$ cat src/rtl/alu_issue_arbiter.sv
// Two-requester issue arbiter in front of a shared combinational ALU.
// Round-robin grant on ties, one operation in flight, result held until consumed.
//
// state | meaning
// IDLE  | no operation in flight; grant offered to one valid requester
// EXEC  | operands applied to ALU; result and flags captured at end of cycle
// RESP  | result presented on rsp_*; waits for rsp_ready
module alu_issue_arbiter #(
  parameter logic PRIO_INIT = 1'b0
) (
  input  logic        clk,
  input  logic        rst_n,
  input  logic        req0_valid,
  input  logic        req1_valid,
  output logic        req0_ready,
  output logic        req1_ready,
  input  logic [3:0]  req0_op,
  input  logic [3:0]  req1_op,
  input  logic [15:0] req0_a,
  input  logic [15:0] req0_b,
  input  logic [15:0] req1_a,
  input  logic [15:0] req1_b,
  output logic        rsp_valid,
  input  logic        rsp_ready,
  output logic        rsp_id,
  output logic [15:0] rsp_data,
  output logic [3:0]  alu_op,
  output logic [15:0] alu_a,
  output logic [15:0] alu_b,
  input  logic [15:0] alu_out,
  output logic [2:0]  flags,
  output logic        busy
);

  typedef enum logic [1:0] {
    IDLE = 2'd0,
    EXEC = 2'd1,
    RESP = 2'd2
  } state_t;

  state_t      r_state;
  logic        r_last_grant;
  logic [3:0]  r_op;
  logic [15:0] r_a;
  logic [15:0] r_b;
  logic        r_id;
  logic        r_rsp_id;
  logic [15:0] r_rsp_data;
  logic [2:0]  r_flags;
  logic        r_rsp_valid;

  logic        w_idle;
  logic        w_grant0;
  logic        w_grant1;
  logic        w_accept;
  logic [15:0] w_sum;
  logic [15:0] w_diff;
  logic        w_v_add;
  logic        w_v_sub;

  // rst_n gates the ready path so the handshake is dead while reset is held
  assign w_idle   = rst_n & (r_state == IDLE);
  assign w_grant1 = req1_valid & (~req0_valid | ~r_last_grant);
  assign w_grant0 = req0_valid & ~w_grant1;
  assign w_accept = w_idle & (req0_valid | req1_valid);

  assign req0_ready = w_idle & w_grant0;
  assign req1_ready = w_idle & w_grant1;

  // Overflow is judged on the wrapped result, independent of any ALU saturation
  assign w_sum   = r_a + r_b;
  assign w_diff  = r_a - r_b;
  assign w_v_add = (r_a[15] == r_b[15]) & (w_sum[15] != r_a[15]);
  assign w_v_sub = (r_a[15] != r_b[15]) & (w_diff[15] != r_a[15]);

  always_ff @(posedge clk or negedge rst_n) begin
    if (!rst_n) begin
      r_state      <= IDLE;
      r_last_grant <= ~PRIO_INIT;
      r_op         <= 4'h0;
      r_a          <= 16'h0000;
      r_b          <= 16'h0000;
      r_id         <= 1'b0;
      r_rsp_id     <= 1'b0;
      r_rsp_data   <= 16'h0000;
      r_flags      <= 3'b000;
      r_rsp_valid  <= 1'b0;
    end else begin
      case (r_state)
        IDLE: begin
          if (w_accept) begin
            r_op         <= w_grant1 ? req1_op : req0_op;
            r_a          <= w_grant1 ? req1_a  : req0_a;
            r_b          <= w_grant1 ? req1_b  : req0_b;
            r_id         <= w_grant1;
            r_last_grant <= w_grant1;
            r_state      <= EXEC;
          end
        end
        EXEC: begin
          r_rsp_data  <= alu_out;
          r_rsp_id    <= r_id;
          r_rsp_valid <= 1'b1;
          r_state     <= RESP;
          if (!r_op[3]) begin
            r_flags[2] <= (alu_out == 16'h0000);
          end
          if (r_op[3:1] == 3'b000) begin
            r_flags[1] <= r_op[0] ? w_v_sub : w_v_add;
            r_flags[0] <= alu_out[15];
          end
        end
        RESP: begin
          if (rsp_ready) begin
            r_rsp_valid <= 1'b0;
            r_state     <= IDLE;
          end
        end
        default: r_state <= IDLE;
      endcase
    end
  end

  assign alu_op    = r_op;
  assign alu_a     = r_a;
  assign alu_b     = r_b;
  assign rsp_valid = r_rsp_valid;
  assign rsp_id    = r_rsp_id;
  assign rsp_data  = r_rsp_data;
  assign flags     = r_flags;
  assign busy      = (r_state != IDLE);

endmodule

$ cat config.mk
export PLATFORM = sky130hd
export DESIGN_NAME = alu_issue_arbiter
export DESIGN_NICKNAME = d
export VERILOG_FILES = /design/src/rtl/alu_issue_arbiter.sv
export SDC_FILE = /design/constraint.sdc
export NUM_CORES = 1
export LEC_CHECK = 0
export CAP_MARGIN = 20
export CORE_ASPECT_RATIO = 0.7
export CORE_MARGIN = 2
export CORE_UTILIZATION = 29
export CTS_BUF_LIST = sky130_fd_sc_hd__clkbuf_8
export DETAILED_ROUTE_END_ITERATION = 16
export GPL_TIMING_DRIVEN = 0
export SLEW_MARGIN = 15
export SYNTH_ARGS = -nofsm -noshare
export SYNTH_HDL_FRONTEND = slang
export SYNTH_SLANG_ARGS = --single-unit
$ cat constraint.sdc
create_clock -name clk -period 4.6 [get_ports clk]
set_clock_uncertainty 0.15 [all_clocks]
set_input_delay 0.46 -clock clk [delete_from_list [all_inputs] [get_ports clk]]
set_output_delay 0.46 -clock clk [all_outputs]
set_load 0.02 [all_outputs]
# --- After elaboration in Yosys (flattened, before gate mapping) ---
# Index checks and enable logic that the tools add are counted.
word_totals:
  ff_bits: 61
  out_inout_bits: 60
  input_bits: 93
op_classes:
  bitwise_logic: 14
  n_mux: 9
  eq_ne: 8
  add_sub_neg: 2
  reduce_logical: 10
ops:
  columns: ["cell", "n"]
  rows:
  - ["16-bit two-way mux", 2]
  - ["16-bit adder", 1]
  - ["16-bit logical NOT", 1]
  - ["16-bit subtractor", 1]
  - ["2-bit AND reduction", 5]
  - ["1-bit bitwise AND", 8]
  - ["2-bit one-hot mux with 3 select lines", 1]
  - ["2-bit two-way mux", 2]
  - ["4-bit two-way mux", 1]
  - ["2-bit != test, second input constant", 2]
  - ["1-bit NOT", 4]
  - ["2-bit nonzero test", 2]
  - ["3-bit logical NOT", 1]
  - ["1-bit != test", 3]
  - ["2-bit by 1-bit == test with 1-bit output, second input constant", 1]
  - ["2-bit == test, second input constant", 1]
  - ["2-bit logical NOT", 1]
  - ["1-bit two-way mux", 2]
  - ["1-bit OR", 2]
  - ["1-bit one-hot mux with 2 select lines", 1]
  - ["1-bit == test", 1]

# --- Logic depth before layout (Yosys ltp) ---
# Gate-level depths: netlist (run 1).
depth:
  ltp_word: 6
  ltp_mapped: 8
  ltp_nobuf: 8

# --- Worst setup path after synthesis (run 1) ---
# Ideal clock, no wire load.
synth_path:
  kind: "flip-flop to flip-flop"
  startpoint: "register r_b[2] (netlist: alu_b[2])"
  endpoint: "register r_flags[1] (netlist: flags[1])"
  slack_ns: 2.411
  required_time_ns: 4.317
  stages_incl_launch_ff: 9
  t_arrival_ns: 1.906
  n_path_buf: 0
  cell_sequence: "dfrtp_1 > inv_1 > ha_1 > and4bb_2 > o311ai_2 > a31oi_1 > a211oi_2 > mux2i_1 > o211ai_1"
synth_between:
  elab_chain_len: 4
  elab_cells_between_ends: 7
  classes_between: "2 x add/sub; 2 x eq/ne; 1 x mux; 2 x bitwise"
synth_rtl:
  columns: ["element", "line_no", "rtl"]
  rows:
  - ["start: declaration", "45", "logic [15:0] r_b;"]
  - ["start signal: assignment", "94", "r_b <= w_grant1 ? req1_b : req0_b;"]
  - ["16-bit adder or 16-bit subtractor (tied branches)", "71, 72", null]
  - ["1-bit != test, on equally long branches", "73, 74", null]
  - ["1-bit bitwise AND, on equally long branches", "73, 74", null]
  - ["1-bit two-way mux (*)", "109", "r_flags[1] <= r_op[0] ? w_v_sub : w_v_add;"]
  - ["end signal: assignment", "109", null]
  - ["end: declaration", "49", "logic [2:0] r_flags;"]
# Every way passes the cells marked *; elsewhere a longest branch is shown, timed or not.
# A chain may end at the register's enable or synchronous reset.

# --- Worst setup path in the final report (run 1) ---
layout_path:
  startpoint: "input rst_n"
  endpoint: "output req1_ready"
layout_between:
  elab_chain_len: 2
layout_rtl:
  columns: ["element", "line_no", "rtl"]
  rows:
  - ["start: declaration", "12", "input logic rst_n,"]
  - ["1-bit bitwise AND", "62", "assign w_idle = rst_n & (r_state == IDLE);"]
  - ["1-bit bitwise AND", "68", "assign req1_ready = w_idle & w_grant1;"]
  - ["end: declaration", "16", "output logic req1_ready,"]
# Every way passes these cells.

==> results_dict.tcl, run 1 <==
set metrics [dict create \
    status "finished clean" \
    die_w_um 133 \
    cts_buffers 9 \
    drtPass1Iterations 4 \
    row_count 32 \
    final_core_util 0.475 \
    cts_root_buf "clkbuf_8" \
    power.switching_fraction 0.413 \
    grt_use_met3 0.0771 \
    synth-seq-cells 61 \
    initial_core_util 0.301 \
    finalCritPeriodShare 0.727 \
    maxCapViolCount 0 \
    tightest_slew_ns 0.556 \
    syn_nets 449 \
    setup_viol 0 \
    synth.area.top_cells "dfrtp_1 (45%), mux2i_1 (11%), ha_1 (10%)" \
    drt_wl_total_um 10200 \
    hold_viol_final 0 \
    yosys_most_used_dff "dfrtp_1" \
    ys_types 35 \
    nets 614 \
    nFillCells 1005 \
    grt_pass1_wl_um 16000 \
    p_seq_frac 0.315 \
    antenna_left 0 \
    cts_max_level 3 \
    power_density_nw_per_um2 593 \
    power_w 0.00315 \
    die_h_um 94.1 \
    crit_path_max_fanout 36 \
    hold_class "register to register" \
    async_reset_ff_frac 1.00 \
    maxSlewHeadroom 0.629 \
    clock_latency_ns 0.35 \
    cts_resized 0 \
    io_pins 153 \
    drive_gt1_frac 0.0944 \
    ir_drop_v 0.000283 \
    grt.met2_usage 0.246 \
    cts_tree "yes" \
    critPathRequiredTime_ns 3.99 \
    yosysTopAreaCellShare 0.447 \
    synth_edf_count 0 \
    place_hpwl_um 7990 \
    netlist_area_um2 3360 \
    post-cts-setup-buffers 0 \
    max_stage_delay_ns 0.65 \
    grt_usage 0.169 \
    tns_ns 0 \
    syn_avg_cell_area_um2 10.2 \
    clkTransAtPathRegs_ns 0.07 \
    holdBufCountCts 1 \
    gp_congestion 0.799 \
    power.net_switching_w 0.00130 \
    grt_busiest_layer "met2" \
    grt_overflow 0 \
    remaining_drc_errors 0 \
    grt_max_degree 37 \
    pwr-share-clk 0.161 \
    cts_sinks 61 \
    areaGrowthSynthToFinish_pct 58.0 \
    synth_cells 328 \
    crit_type "primary input to output pin" \
    endpoint_kind "output pin" \
    path_cells "dlygate4sd3_1, buf_4, buf_12, inv_1, nor2_1, and2_1, clkdlybuf4s50_1" \
    internal-power_w 0.00185 \
    combPwrFrac 0.523 \
    grtUsageMet1 0.227 \
    vias_per_cell 4.57 \
    crit_slowest_cell "clkdlybuf4s50_1" \
    wl_per_cell_um 15.6 \
    grt_pass1_vias 3014 \
    p_leak_nw 2.38 \
    start_kind "primary input" \
    clockBufferDepth 2 \
    diodes 0 \
    num_vias 2978 \
    crit_arrival_ns 2.73 \
    grt_setup_unrepaired "no" \
    die_area_um2 12500 \
    finalCriticalPeriod_ns 3.34 \
    fmax_mhz 299 \
    synth_warnings 0 \
    coreArea_um2 11200 \
    drt-initial-drc-count 140 \
    ys_seq_area_frac 0.455 \
    antenna_found_initial 0 \
    dp.cells 634 \
    slew_violations 0 \
    layoutNonFillerInstCount 651 \
    port-buffer-count 152 \
    synth_top_area_cell "dfrtp_1" \
]
## per-layer routing
metal | part of all wire | wire [um] | up-vias
met5 | 0 | 0 | -
met4 | 0.0079 | 80 | 0
met3 | 0.10 | 1020 | 9
met2 | 0.42 | 4270 | 122
met1 | 0.47 | 4810 | 1376
li1 | - | - | 1471
## registers in the layout, summed over array words and instances (netlist names)
signal,flops
alu_a,16
alu_b,16
alu_op,4
flags,3
r_id,1
r_last_grant,1
r_state,2
rsp_data,16
rsp_id,1
rsp_valid,1
## cell usage in the layout (no fill, tap or decap), drive strengths merged
cell type / n
a211oi: 1
a21boi: 1
a21o: 5
a21oi: 9
a221o: 1
a31o: 1
a31oi: 2
and2: 1
and2b: 2
and3: 1
and4bb: 1
buf: 10
bufinv: 1
clkbuf: 16
clkdlybuf4s50: 151
clkinvlp: 3
dfrtp: 60
dfstp: 1
dlygate4sd3: 1
ha: 28
inv: 25
mux2: 17
mux2i: 38
nand2: 49
nand2b: 2
nand3: 1
nand4: 3
nor2: 7
nor2b: 2
nor3: 2
nor4: 7
o211ai: 1
o21ai: 42
o311ai: 1
o31ai: 3
or2: 1
or4: 1
## synth_stat cells, types with 2 or more instances
cell	instances
mux2_2	17
inv_1	23
mux2i_1	38
nor2b_1	2
ha_1	28
nand4_1	3
buf_2	6
buf_4	2
o31ai_1	3
dfrtp_1	60
nor2_1	7
and2b_1	2
nor4_1	7
nor3_1	2
a31oi_1	2
o21ai_0	38
o21ai_1	4
nand2b_1	2
clkbuf_1	6
nand2_1	49
a21o_1	5
a21oi_1	9
## power groups by stage
stage	Combinational [W]	Sequential [W]	Clock [W]
6_report	0.00165	0.000992	0.000508
2_1_floorplan	0.000637	0.00123	0
4_1_cts	0.00167	0.000994	0.000524
3_5_place_dp	0.00166	0.00100	0
3_3_place_gp	0.00163	0.000987	0
5_1_grt	0.00179	0.00104	0.000549
## layout make-up
type / instances / area, um2 / area share
inverters: 23 / 86.3 / 0.0163
plain buffers: 14 / 67.6 / 0.0127
repair buffers: 154 / 1550 / 0.292
flip-flops and latches: 61 / 1530 / 0.288
multi-input cells: 230 / 1680 / 0.316
clock inverters: 6 / 70.1 / 0.0132
clock buffers: 10 / 138 / 0.0259
well taps: 153 / 191 / 0.0361
## critical path: cells and delay by family
kind,cells,cell delay (ns)
buf+inv,5,1.84
simple gates,2,0.40
## cells by family after synthesis
group	synth area share
muxes	0.170
AOI/OAI and AO/OA	0.116
buffers and inverters	0.0458
DFF	0.455
and+or+nand+nor	0.109
adders and majority gates	0.104
## through the flow
step / cell area [um2] / setup WS [ns] / hold slack [ns]
3_5_place_dp: 5090 / 1.58 / 0.252
2_1_floorplan: 3360 / 2.41 / 0.0144
6_report: 5310 / 1.26 / 0.337
5_1_grt: 5310 / 1.03 / 0.368
3_3_place_gp: 5070 / -0.320 / 0.319
4_1_cts: 5310 / 1.20 / 0.340
## worst paths after layout
path / endpoint / start / cells past startpoint / slack, ns
max in group asynchronous: r_last_grant$_DFFE_PN1P_ / rst_n / 3 / 3.31
worst min register to register: r_id$_DFFE_PN0P_ / r_id$_DFFE_PN0P_ / 1 / 0.34
worst max register to register: flags[1]$_DFFE_PN0P_ / alu_b[2]$_DFFE_PN0P_ / 8 / 2.22
worst min-delay path: r_id$_DFFE_PN0P_ / r_id$_DFFE_PN0P_ / 1 / 0.34
min in group asynchronous: alu_a[4]$_DFFE_PN0P_ / rst_n / 2 / 0.42
worst max-delay path: req1_ready / rst_n / 7 / 1.26
Power figures use the tool's default switching activity.
==> run 2, diff against run 1 <==
clock period = 3.1 ns   (was 4.6 ns; I/O delays follow)
==> run 2 against run 1 <==
Net effect: worst setup slack lost 0.94 ns; largest power group unchanged; global-route usage is essentially flat; sequential power grew 48%.
==> results_dict.tcl, run 2 (synthesized netlist as in run 1, its figures left out) <==
set metrics [dict create \
    grt_use_met3 0.0777 \
    die_area_um2 12500 \
    crit_slowest_cell "clkdlybuf4s50_1" \
    num_vias 2996 \
    rr_endpoint "flags[1]$_DFFE_PN0P_" \
    vias_per_cell 4.60 \
    max_stage_delay_ns 0.65 \
    die_w_um 133 \
    layout_common_cells "clkdlybuf4s50_1 (151), dfrtp_1 (60), nand2_1 (49)" \
    die_h_um 94.1 \
    r2r_cells 8 \
    start_kind "primary input" \
    slew_violations 0 \
    clkTransAtPathRegs_ns 0.07 \
    post-cts-setup-buffers 0 \
    grt_busiest_layer "met2" \
    maxCapViolCount 0 \
    drt_wl_total_um 10200 \
    p_leak_nw 2.39 \
    cts_buffers 9 \
    ir_drop_v 0.000420 \
    power_w 0.00467 \
    final_common_cell "clkdlybuf4s50_1" \
    diodes 0 \
    remaining_drc_errors 0 \
    fmax_mhz 358 \
    row_count 32 \
    crit_family "buffers and inverters" \
    finalCritPeriodShare 0.900 \
    antenna_left 0 \
    nets 615 \
    hold_class "primary input to asynchronous set/reset pin" \
    cts_tree "yes" \
    status "finished clean" \
    cts_max_level 3 \
    critPathRequiredTime_ns 2.64 \
    grt.met2_usage 0.246 \
    critical_path.reg2reg.startpoint "alu_b[2]$_DFFE_PN0P_" \
    final_core_util 0.477 \
    grt_pass1_wl_um 16100 \
    cts_root_buf "clkbuf_8" \
    clock_latency_ns 0.35 \
    grtUsageMet1 0.227 \
    grt_pass1_vias 3013 \
    antenna_found_initial 0 \
    power_density_nw_per_um2 877 \
    tightest_slew_ns 0.556 \
    grt_setup_unrepaired "no" \
    io_pins 153 \
    setup_viol 0 \
    finalCriticalPeriod_ns 2.79 \
    crit_arrival_ns 2.33 \
    areaGrowthSynthToFinish_pct 58.6 \
    cts_sinks 61 \
    drtPass1Iterations 5 \
    maxSlewHeadroom 0.629 \
    crit_type "primary input to output pin" \
    worst-path-buf-inv 5 \
    path_depth 7 \
    regToRegSetupSlack_ns 0.72 \
    clockBufferDepth 2 \
    endpoint_kind "output pin" \
    coreArea_um2 11200 \
    gp_congestion 0.799 \
    path_cells "dlygate4sd3_1, buf_4, buf_12, inv_1, nor2_1, and2_1, clkdlybuf4s50_1" \
    grt_usage 0.169 \
    grt_max_degree 37 \
    drt-initial-drc-count 136 \
    grt_overflow 0 \
    place_hpwl_um 7990 \
    drive_gt1_frac 0.0962 \
    initial_core_util 0.301 \
    crit_path_max_fanout 36 \
    hold_viol_final 0 \
    port-buffer-count 152 \
    wl_per_cell_um 15.6 \
]
==> run 2: routing by layer <==
layer	part of all wire	wire length [um]	up-vias
met5	0	0	-
met4	0.0083	85	0
met3	0.096	980	11
met2	0.42	4270	127
met1	0.48	4850	1387
li1	-	-	1471
==> run 2: layout make-up <==
cell class                      instances  area [um2]
Fill cell                            1002        5840
Tap cell                              153         191
Sequential cell                        61        1530
Clock buffer                           10         138
Buffer                                 14        67.6
Multi-Input combinational cell        230        1680
Timing Repair Buffer                  155        1570
Inverter                               23        86.3
Clock inverter                          6        70.1
==> run 2: metrics by stage <==
| stage | instances | TNS, ns | hold WS [ns] | worst slack, ns | instance area [um2] |
|---|---|---|---|---|---|
| final | 652 | 0 | 0.307 | 0.310 | 5330 |
| after CTS | 652 | 0 | 0.303 | 0.292 | 5330 |
| after detailed placement | 634 | 0 | 0.102 | 0.379 | 5090 |
| after floorplan | 328 | 0 | -0.136 | 0.911 | 3360 |
| after global placement | 633 | -85.41 | 0.319 | -1.52 | 5070 |
| after global routing | 652 | 0 | 0.297 | 0.157 | 5330 |
==> run 2: worst register-to-register path: stages, from the launching register on <==
cell      delay (ns)
dfrtp_1         0.40
inv_1           0.06
ha_1            0.32
and4bb_2        0.24
o311ai_2        0.26
a31oi_1         0.16
a211oi_2        0.35
mux2i_1         0.24
o211ai_1        0.10
==> run 2: worst max-delay path by stage <==
stage                    startpoint              endpoint  slack (ns)
2_1_floorplan  alu_b[2]$_DFFE_PN0P_  flags[1]$_DFFE_PN0P_        0.91
3_3_place_gp                  rst_n            req1_ready       -1.52
3_5_place_dp             req1_valid            req0_ready        0.38
4_1_cts                       rst_n            req1_ready        0.29
5_1_grt                       rst_n            req1_ready        0.16
6_report                      rst_n            req1_ready        0.31
==> run 2: timing repair <==
action	CTS	global route
setup endpoints to repair	0	0
endpoints found under the hold margin	26	0
resized for setup	0	0
hold buffers	2	0
==> run 2: where the power goes <==
group	internal, W	switching (W)	leakage (nW)	total, W
registers	0.00115	0.000326	0.743	0.00147
clock network	0.000398	0.000354	0.0955	0.000753
logic	0.00120	0.00125	1.56	0.00245
==> run 3, diff against run 2 <==
CORE_MARGIN = 5   (was 2)
PLACE_DENSITY_LB_ADDON = 0.12   (was default)
==> run 3 against run 2 <==
Net effect: power down 2.2%; die area is 11% higher; final cell count fell by 0.15%; clock power is 14% lower; critical path type unchanged.
==> results_dict.tcl, run 3 (synthesized netlist as in run 1, its figures left out) <==
set metrics [dict create \
    max_stage_delay_ns 0.64 \
    vias_per_cell 4.55 \
    cts_tree "yes" \
    fin_area_um2 5290 \
    wl_per_cell_um 16.3 \
    hold_viol_final 0 \
    nFillCells 1019 \
    setup_viol 0 \
    finalCriticalPeriod_ns 2.92 \
    coreArea_um2 11200 \
    crit_slowest_cell "clkdlybuf4s50_1" \
    areaGrowthSynthToFinish_pct 57.4 \
    initial_core_util 0.301 \
    cts_sinks 61 \
    place_hpwl_um 8400 \
    layoutNonFillerInstCount 651 \
    antenna_left 0 \
    grt_setup_unrepaired "no" \
    die_w_um 139 \
    crit_path_max_fanout 43 \
    layout_common_cells "clkdlybuf4s50_1 (151), dfrtp_1 (60), nand2_1 (49)" \
    p_leak_nw 2.39 \
    post-cts-setup-buffers 0 \
    port-buffer-count 152 \
    regToRegSetupSlack_ns 0.74 \
    tns_ns 0 \
    slew_violations 0 \
    crit_type "primary input to output pin" \
    status "finished clean" \
    tightest_slew_ns 0.595 \
    power_density_nw_per_um2 864 \
    place_area_um2 5100 \
    cts_buffers 9 \
    drtPass1Iterations 4 \
    row_count 32 \
    power_w 0.00457 \
    io_pins 153 \
    fmax_mhz 342 \
    gp_congestion 0.773 \
    hold-worst-slack_ns 0.229 \
    endpoint_kind "output pin" \
    startpoint "rst_n" \
    remaining_drc_errors 0 \
    drive_gt1_frac 0.0924 \
    crit_arrival_ns 2.46 \
    clockBufferDepth 2 \
    crit_family "buffers and inverters" \
    maxSlewHeadroom 0.603 \
    grt_usage 0.153 \
    r2r_cells 8 \
    grt_max_degree 44 \
    drt-initial-drc-count 70 \
    critPathRequiredTime_ns 2.64 \
    grt_busiest_layer "met2" \
    finalCritPeriodShare 0.942 \
    dp.cells 634 \
    num_vias 2965 \
    drt_wl_total_um 10600 \
    grtUsageMet1 0.207 \
    cts_max_level 3 \
    diodes 0 \
    ir_drop_v 0.000294 \
    rr_endpoint "flags[1]$_DFFE_PN0P_" \
    die_area_um2 13900 \
    start_kind "primary input" \
    critical_path.reg2reg.startpoint "alu_b[14]$_DFFE_PN0P_" \
    grt_use_met3 0.0500 \
    maxCapViolCount 0 \
    die_h_um 100 \
    hold_class "primary input to asynchronous set/reset pin" \
    grt_pass1_vias 3079 \
    grt.met2_usage 0.240 \
    grt_pass1_wl_um 16600 \
    cts_root_buf "clkbuf_8" \
    nets 614 \
    path_cells "dlygate4sd3_1, buf_6, buf_16, inv_1, nor2_1, and2_1, clkdlybuf4s50_1" \
    grt_overflow 0 \
    worst-path-buf-inv 5 \
    antenna_found_initial 0 \
    clock_latency_ns 0.34 \
    clkTransAtPathRegs_ns 0.06 \
    final_common_cell "clkdlybuf4s50_1" \
]
==> run 3: where the power goes <==
group	switching [W]	internal, W
clock	0.000320	0.000326
combinational	0.00125	0.00120
sequential	0.000326	0.00115
==> run 3: cell type report <==
cell class              instances  area, um2  share of cell area
plain buffers                  14       67.6              0.0128
repair buffers                154       1560               0.295
well taps                     153        191              0.0362
flip-flops and latches         61       1530               0.289
clock inverters                 5       26.3             0.00497
multi-input cells             230       1680               0.317
inverters                      23       86.3              0.0163
clock buffers                  11        151              0.0286
==> run 3: routing by layer <==
layer  vias up  part of all wire
li1       1474                 -
met1      1404              0.49
met2        77              0.45
met3        10             0.059
met4         0             0.010
met5         -                 0
==> run 3: worst register-to-register path, delay by kind of cell (launching register included) <==
kind	cells	cell delay, ns
flip-flops	1	0.44
AO/OA/AOI/OAI	3	0.49
multiplexers	1	0.17
buffers and inverters	1	0.07
adder cells (fa/ha/maj)	1	0.32
AND/OR/NAND/NOR	2	0.60
==> run 3: what timing repair did <==
item                                    in CTS  in global routing
hold buffers                                 1                  0
gates resized for setup                      0                  1
endpoints found under the setup margin       0                  1
hold endpoints to repair                    19                  0
==> run 3: stage by stage <==
step | util | setup slack, ns
6_report | 0.474 | 0.180
4_1_cts | 0.473 | 0.0765
3_3_place_gp | 0.454 | -1.51
3_5_place_dp | 0.456 | 0.448
5_1_grt | 0.474 | 0.0411
2_1_floorplan | - | 0.911
==> run 3: worst max-delay path by stage <==
stage                                      end  cells past startpoint
after CTS                           req1_ready                      7
after global placement              req1_ready                      5
final                               req1_ready                      7
after detailed placement            req0_ready                      6
after global routing                req1_ready                      7
after floorplan           flags[1]$_DFFE_PN0P_                      8
